## config.mk

```make
export PLATFORM = sky130hd
export DESIGN_NAME = mult_seq_ctrl
export DESIGN_NICKNAME = d
export VERILOG_FILES = /design/src/rtl/mult_pkg.sv /design/src/rtl/carry_bypass_adder.sv /design/src/rtl/mult_seq_ctrl.sv
export SDC_FILE = /design/constraint.sdc
export NUM_CORES = 1
export LEC_CHECK = 0
export BUFFER_PORTS_ARGS = -buffer_cell sky130_fd_sc_hd__buf_2
export CORE_AREA = 3 3 175 177
export CTS_BUF_LIST = sky130_fd_sc_hd__clkbuf_8 sky130_fd_sc_hd__clkbuf_16
export DETAILED_ROUTE_END_ITERATION = 10
export DIE_AREA = 0 0 178 180
export PLACE_DENSITY = 0.68
export REMOVE_ABC_BUFFERS = 1
export SYNTH_ARGS = -nofsm -noshare
export SYNTH_HDL_FRONTEND = slang
export SYNTH_SLANG_ARGS = --single-unit
export TNS_END_PERCENT = 5
```

## constraint.sdc

```tcl
create_clock -name clk -period 27.6 [get_ports clk]
set_input_delay 5.52 -clock clk [delete_from_list [all_inputs] [get_ports clk]]
set_output_delay 5.52 -clock clk [all_outputs]
set_load 0.02 [all_outputs]
```

## src/rtl/mult_pkg.sv

```systemverilog
// Shared types and sizing for the iterative signed multiplier controller.
package mult_pkg;
    localparam int MULT_W = 32;
    localparam int CNT_W  = $clog2(MULT_W);

    typedef enum logic [2:0] {
        IDLE   = 3'd0,
        ABS_A  = 3'd1,
        ABS_B  = 3'd2,
        MUL    = 3'd3,
        NEG_LO = 3'd4,
        NEG_HI = 3'd5,
        DONE   = 3'd6
    } state_t;
endpackage

```

## src/rtl/carry_bypass_adder.sv

```systemverilog
// WIDTH-bit carry-bypass adder built from 4-bit ripple blocks; a block whose
// bits all propagate passes its incoming carry straight to the next block.
module carry_bypass_adder #(
    parameter int WIDTH = 32
) (
    input  logic [WIDTH-1:0] a,
    input  logic [WIDTH-1:0] b,
    input  logic             cin,
    output logic [WIDTH-1:0] sum,
    output logic             cout
);
    localparam int BLK  = 4;
    localparam int NBLK = WIDTH / BLK;

    logic c;
    logic rc;
    logic blk_cin;
    logic prop;

    always_comb begin
        sum     = '0;
        c       = cin;
        rc      = 1'b0;
        blk_cin = 1'b0;
        prop    = 1'b0;
        for (int blk = 0; blk < NBLK; blk++) begin
            blk_cin = c;
            rc      = c;
            prop    = 1'b1;
            for (int i = 0; i < BLK; i++) begin
                sum[blk*BLK+i] = a[blk*BLK+i] ^ b[blk*BLK+i] ^ rc;
                rc   = (a[blk*BLK+i] & b[blk*BLK+i]) | (rc & (a[blk*BLK+i] ^ b[blk*BLK+i]));
                prop = prop & (a[blk*BLK+i] ^ b[blk*BLK+i]);
            end
            c = prop ? blk_cin : rc;
        end
        cout = c;
    end
endmodule

```

## src/rtl/mult_seq_ctrl.sv

```systemverilog
// Signed WIDTHxWIDTH -> 2*WIDTH iterative multiplier: magnitudes, shift-add,
// then two's-complement fix-up, all sharing one adder selected by state.
module mult_seq_ctrl
    import mult_pkg::*;
#(
    parameter int WIDTH = MULT_W
) (
    input  logic               clk,
    input  logic               rst_n,
    input  logic               in_valid,
    output logic               in_ready,
    input  logic [WIDTH-1:0]   in_a,
    input  logic [WIDTH-1:0]   in_b,
    input  logic               flush,
    output logic               out_valid,
    input  logic               out_ready,
    output logic [2*WIDTH-1:0] out_p,
    output logic               busy
);
    // Handshakes: a transfer happens on a rising edge where valid && ready are
    // both high; flush overrides both sides and returns the block to IDLE.
    localparam int CW = $clog2(WIDTH);

    state_t           state, state_nxt;
    logic [CW-1:0]    cnt;
    logic [WIDTH-1:0] a_reg, b_reg, mag_a, hi, lo;
    logic             neg, cy;
    logic [WIDTH-1:0] add_a, add_b, add_s;
    logic             add_cin, add_c;
    logic [2*WIDTH:0] shift_src;

    carry_bypass_adder #(.WIDTH(WIDTH)) u_adder (
        .a    (add_a),
        .b    (add_b),
        .cin  (add_cin),
        .sum  (add_s),
        .cout (add_c)
    );

    always_ff @(posedge clk or negedge rst_n) begin
        if (!rst_n) state <= IDLE;
        else        state <= state_nxt;
    end

    always_comb begin
        state_nxt = state;
        case (state)
            IDLE:    if (in_valid) state_nxt = ABS_A;
            ABS_A:   state_nxt = ABS_B;
            ABS_B:   state_nxt = MUL;
            MUL:     if (cnt == CW'(WIDTH - 1)) state_nxt = NEG_LO;
            NEG_LO:  state_nxt = NEG_HI;
            NEG_HI:  state_nxt = DONE;
            DONE:    if (out_valid && out_ready) state_nxt = IDLE;
            default: state_nxt = IDLE;
        endcase
        if (flush) state_nxt = IDLE;
    end

    always_comb begin
        in_ready = (state == IDLE);
        busy     = (state != IDLE);
        add_a    = '0;
        add_b    = '0;
        add_cin  = 1'b0;
        case (state)
            ABS_A:  begin add_a = ~a_reg; add_cin = 1'b1; end
            ABS_B:  begin add_a = ~b_reg; add_cin = 1'b1; end
            MUL:    begin add_a = hi; add_b = mag_a; end
            NEG_LO: begin add_a = ~lo; add_cin = 1'b1; end
            NEG_HI: begin add_a = ~hi; add_cin = cy; end
            default: ;
        endcase
        shift_src = lo[0] ? {add_c, add_s, lo} : {1'b0, hi, lo};
    end

    always_ff @(posedge clk or negedge rst_n) begin
        if (!rst_n) begin
            cnt       <= '0;
            a_reg     <= '0;
            b_reg     <= '0;
            mag_a     <= '0;
            hi        <= '0;
            lo        <= '0;
            neg       <= 1'b0;
            cy        <= 1'b0;
            out_p     <= '0;
            out_valid <= 1'b0;
        end else if (flush) begin
            out_valid <= 1'b0;
        end else begin
            case (state)
                IDLE: if (in_valid) begin
                    a_reg <= in_a;
                    b_reg <= in_b;
                    neg   <= in_a[WIDTH-1] ^ in_b[WIDTH-1];
                end
                ABS_A: mag_a <= a_reg[WIDTH-1] ? add_s : a_reg;
                ABS_B: begin
                    hi  <= '0;
                    lo  <= b_reg[WIDTH-1] ? add_s : b_reg;
                    cnt <= '0;
                end
                MUL: begin
                    {hi, lo} <= shift_src[2*WIDTH:1];
                    cnt      <= cnt + CW'(1);
                end
                NEG_LO: begin
                    if (neg) begin
                        lo <= add_s;
                        cy <= add_c;
                    end else begin
                        cy <= 1'b0;
                    end
                end
                NEG_HI: if (neg) hi <= add_s;
                // First DONE cycle registers the finished product; out_valid follows it.
                DONE: begin
                    if (!out_valid) begin
                        out_p     <= {hi, lo};
                        out_valid <= 1'b1;
                    end else if (out_ready) begin
                        out_valid <= 1'b0;
                    end
                end
                default: ;
            endcase
        end
    end
endmodule

```

==> impl_metrics.yaml <==
status:
  status: "completed"
timing:
  final_hold_viol_count: 0
  fin_crit_sh: 0.6968
  setup_viol: 0
  fmax_mhz: 52.00
  slew_viol_final: 0
  slew_headroom: 0.2439
  layout_setup_ws_ps: 8369
  worst_clock_skew_ps: 33.86
  grt_setup_unrepaired: "false"
  layout_min_cycle_time_ps: 19230
  worst_pin_slew_ps: 1134
  fin_setup_tns_ps: 0
drt:
  vias_per_cell: 5.568
  routed_wl_um: 34370
  vias: 9861
  post-route-drc-count: 0
  ant_nets: 0
  routedWlPerCell_um: 19.40
  dr.pass1.iters: 6
  initialDrtViolationCount: 942
logic_synthesis:
  async_reset_ff_frac: 1.000
  ys_dominant_reg_cell: "dfrtp_1"
  syn_area_um2: 13080
  synth_edf_count: 0
  yosysWarnings: 0
  yosys_register_bits: 235
  ys_types: 57
  syn_avg_cell_area_um2: 10.31
  netlist_instances: 1269
  ys_seq_area_frac: 0.4495
place:
  placed_cells: 1721
  pre_cts_ws_ps: 8377
  hpwl_um: 22240
  io_buffers: 135
  gp_congestion: 0.8368
setup_path:
  end_kind: "flop"
  slowest_stage: "dfrtp_2"
  rr_worst_depth: 60
  reg2reg_slack_ps: 8370
  cpPeakStageDelay_ps: 930
  crit_required_ps: 27990
  crit_buf_inv: 7
  path_delay_family: "adder cells"
  critPathKind: "flop to flop"
  r2r-start: "state[0]"
  crit_path_max_fanout: 35
  arrival_ps: 19620
  path_common_cell: "fa_1"
  timing.rr.end: "hi[30]"
  start_kind: "flop"
grt:
  grt_pass1_vias: 9756
  antenna_found_initial: 0
  grt_overflow: 0
  grt_max_degree: 101
  grtUsageTotal: 0.2137
  grt_pass1_wl_um: 55180
min_path:
  worstHoldStart: "mag_a[28]"
  hold_class: "flop to flop"
  holdPathStages: 2
  holdPathEnd: "mag_a[28]"
clock_network:
  clk_pin_slew_ps: 60
  numCtsBuffers: 27
  clockBufferDepth: 3
  htreeDepth: 1
  clockRootBuffer: "clkbuf_16"
  cts_tree: "yes"
  post_cts_resize_count: 0
  clock_sinks: 235
  ctsHoldBuffers: 0
  cts_setup_buffers: 0
  clk_latency_ps: 560
die:
  io_pins: 136
  rows: 63
  start_util: 0.4450
  core_area_um2: 29400
  die-area_um2: 32040
  die_h_um: 180
  die_w_um: 178
job:
  max-cap-violations: 0
cells_and_area:
  final_util: 0.5054
  antenna_cells: 0
  largest_register_ffs: 64
  fin_nets: 1495
  syn2layout_area_growth_pct: 13.57
  layout.cells.non_filler: 1771
  drive_above_1_share: 0.2266
  regMostFlops: "out_p"
  final_common_cell: "dfrtp_1"
  final_cell_mix: "232 x dfrtp_1, 175 x nor2_1, 142 x a21oi_1"
power:
  p_leak_nw: 6.982
  power_per_cell_area_nw_per_um2: 80.26
  vdd_ir_drop_max_uv: 69.08
-- synthesized netlist by cell type, types with 5 or more instances --
cell type,instances,area (um^2)
dfrtp_1,235,5881
nor2_1,177,664.4
a21oi_1,143,715.7
nand2_1,89,334.1
inv_1,68,255.2
mux2_4,60,900.9
mux2_1,42,473.0
clkbuf_1,41,153.9
o21ai_0,36,180.2
ha_1,34,425.4
o21ai_1,33,165.2
buf_2,32,160.2
fa_1,32,640.6
a221oi_1,31,271.5
mux2_2,27,304.0
o221ai_1,25,219.0
and2_1,24,150.1
mux2i_1,24,240.2
a22oi_1,21,157.7
buf_6,12,135.1
o22a_1,12,105.1
o221a_2,8,90.09
nand4_1,7,43.79
buf_1,6,22.52
nand2b_1,5,31.28
nand3_1,5,25.02
-- layer usage --
metal,wire (um),global-route usage,up-vias
li1,-,-,4589
met5,0,0,-
met4,942,0.05592,0
met1,15310,0.3063,4883
met2,15990,0.3389,329
met3,2125,0.03359,60
-- worst max-delay path by stage --
stage | startpoint | end | cells after the start
4_1_cts | state[0] | hi[30] | 60
6_report | state[0] | hi[30] | 60
2_1_floorplan | state[0] | hi[30] | 58
3_5_place_dp | state[0] | hi[30] | 60
3_3_place_gp | state[0] | hi[30] | 60
5_1_grt | state[0] | hi[30] | 60
-- metrics by stage --
step           total power [W]  hold slack [ps]  area [um^2]
2_1_floorplan        0.0007178            445.3        12600
3_3_place_gp         0.0008211            460.0        13960
3_5_place_dp         0.0008320            467.2        13960
4_1_cts               0.001197            480.6        14860
5_1_grt               0.001265            501.3        14860
6_report              0.001193            478.2        14860
-- worst min-delay path, stage by stage, from the launching register on --
cell,delay [ps]
dfrtp_1,330
nand2_1,50
o21ai_1,60
-- logic make-up (layout without fill, tap and decap cells) --
kind of cell,count (synthesis),count (layout),synth area share
mux,153,153,0.1466
flops,235,235,0.4495
xor+xnor,1,1,0.0006695
buf+inv,161,273,0.05642
compound gates,326,326,0.1577
simple gates,327,327,0.1077
fa+ha+maj,66,66,0.08148
-- where the power goes --
part	switching [W]	internal, W	leakage, nW
Clock	0.000145	0.000215	0.470
Sequential	0.000114	0.000436	2.93
Combinational	0.000160	0.000122	3.58
Total	0.000419	0.000774	6.98
-- layout make-up --
class	instances	area, um^2
clock buffer	34	772.0
fill	2647	14540
inverter	69	259.0
multi-input combinational	873	6497
sequential	235	5884
tap	390	488.0
clock inverter	16	130.1
timing repair buffer	154	828.3
No activity file was read; power rests on OpenSTA's default activity.
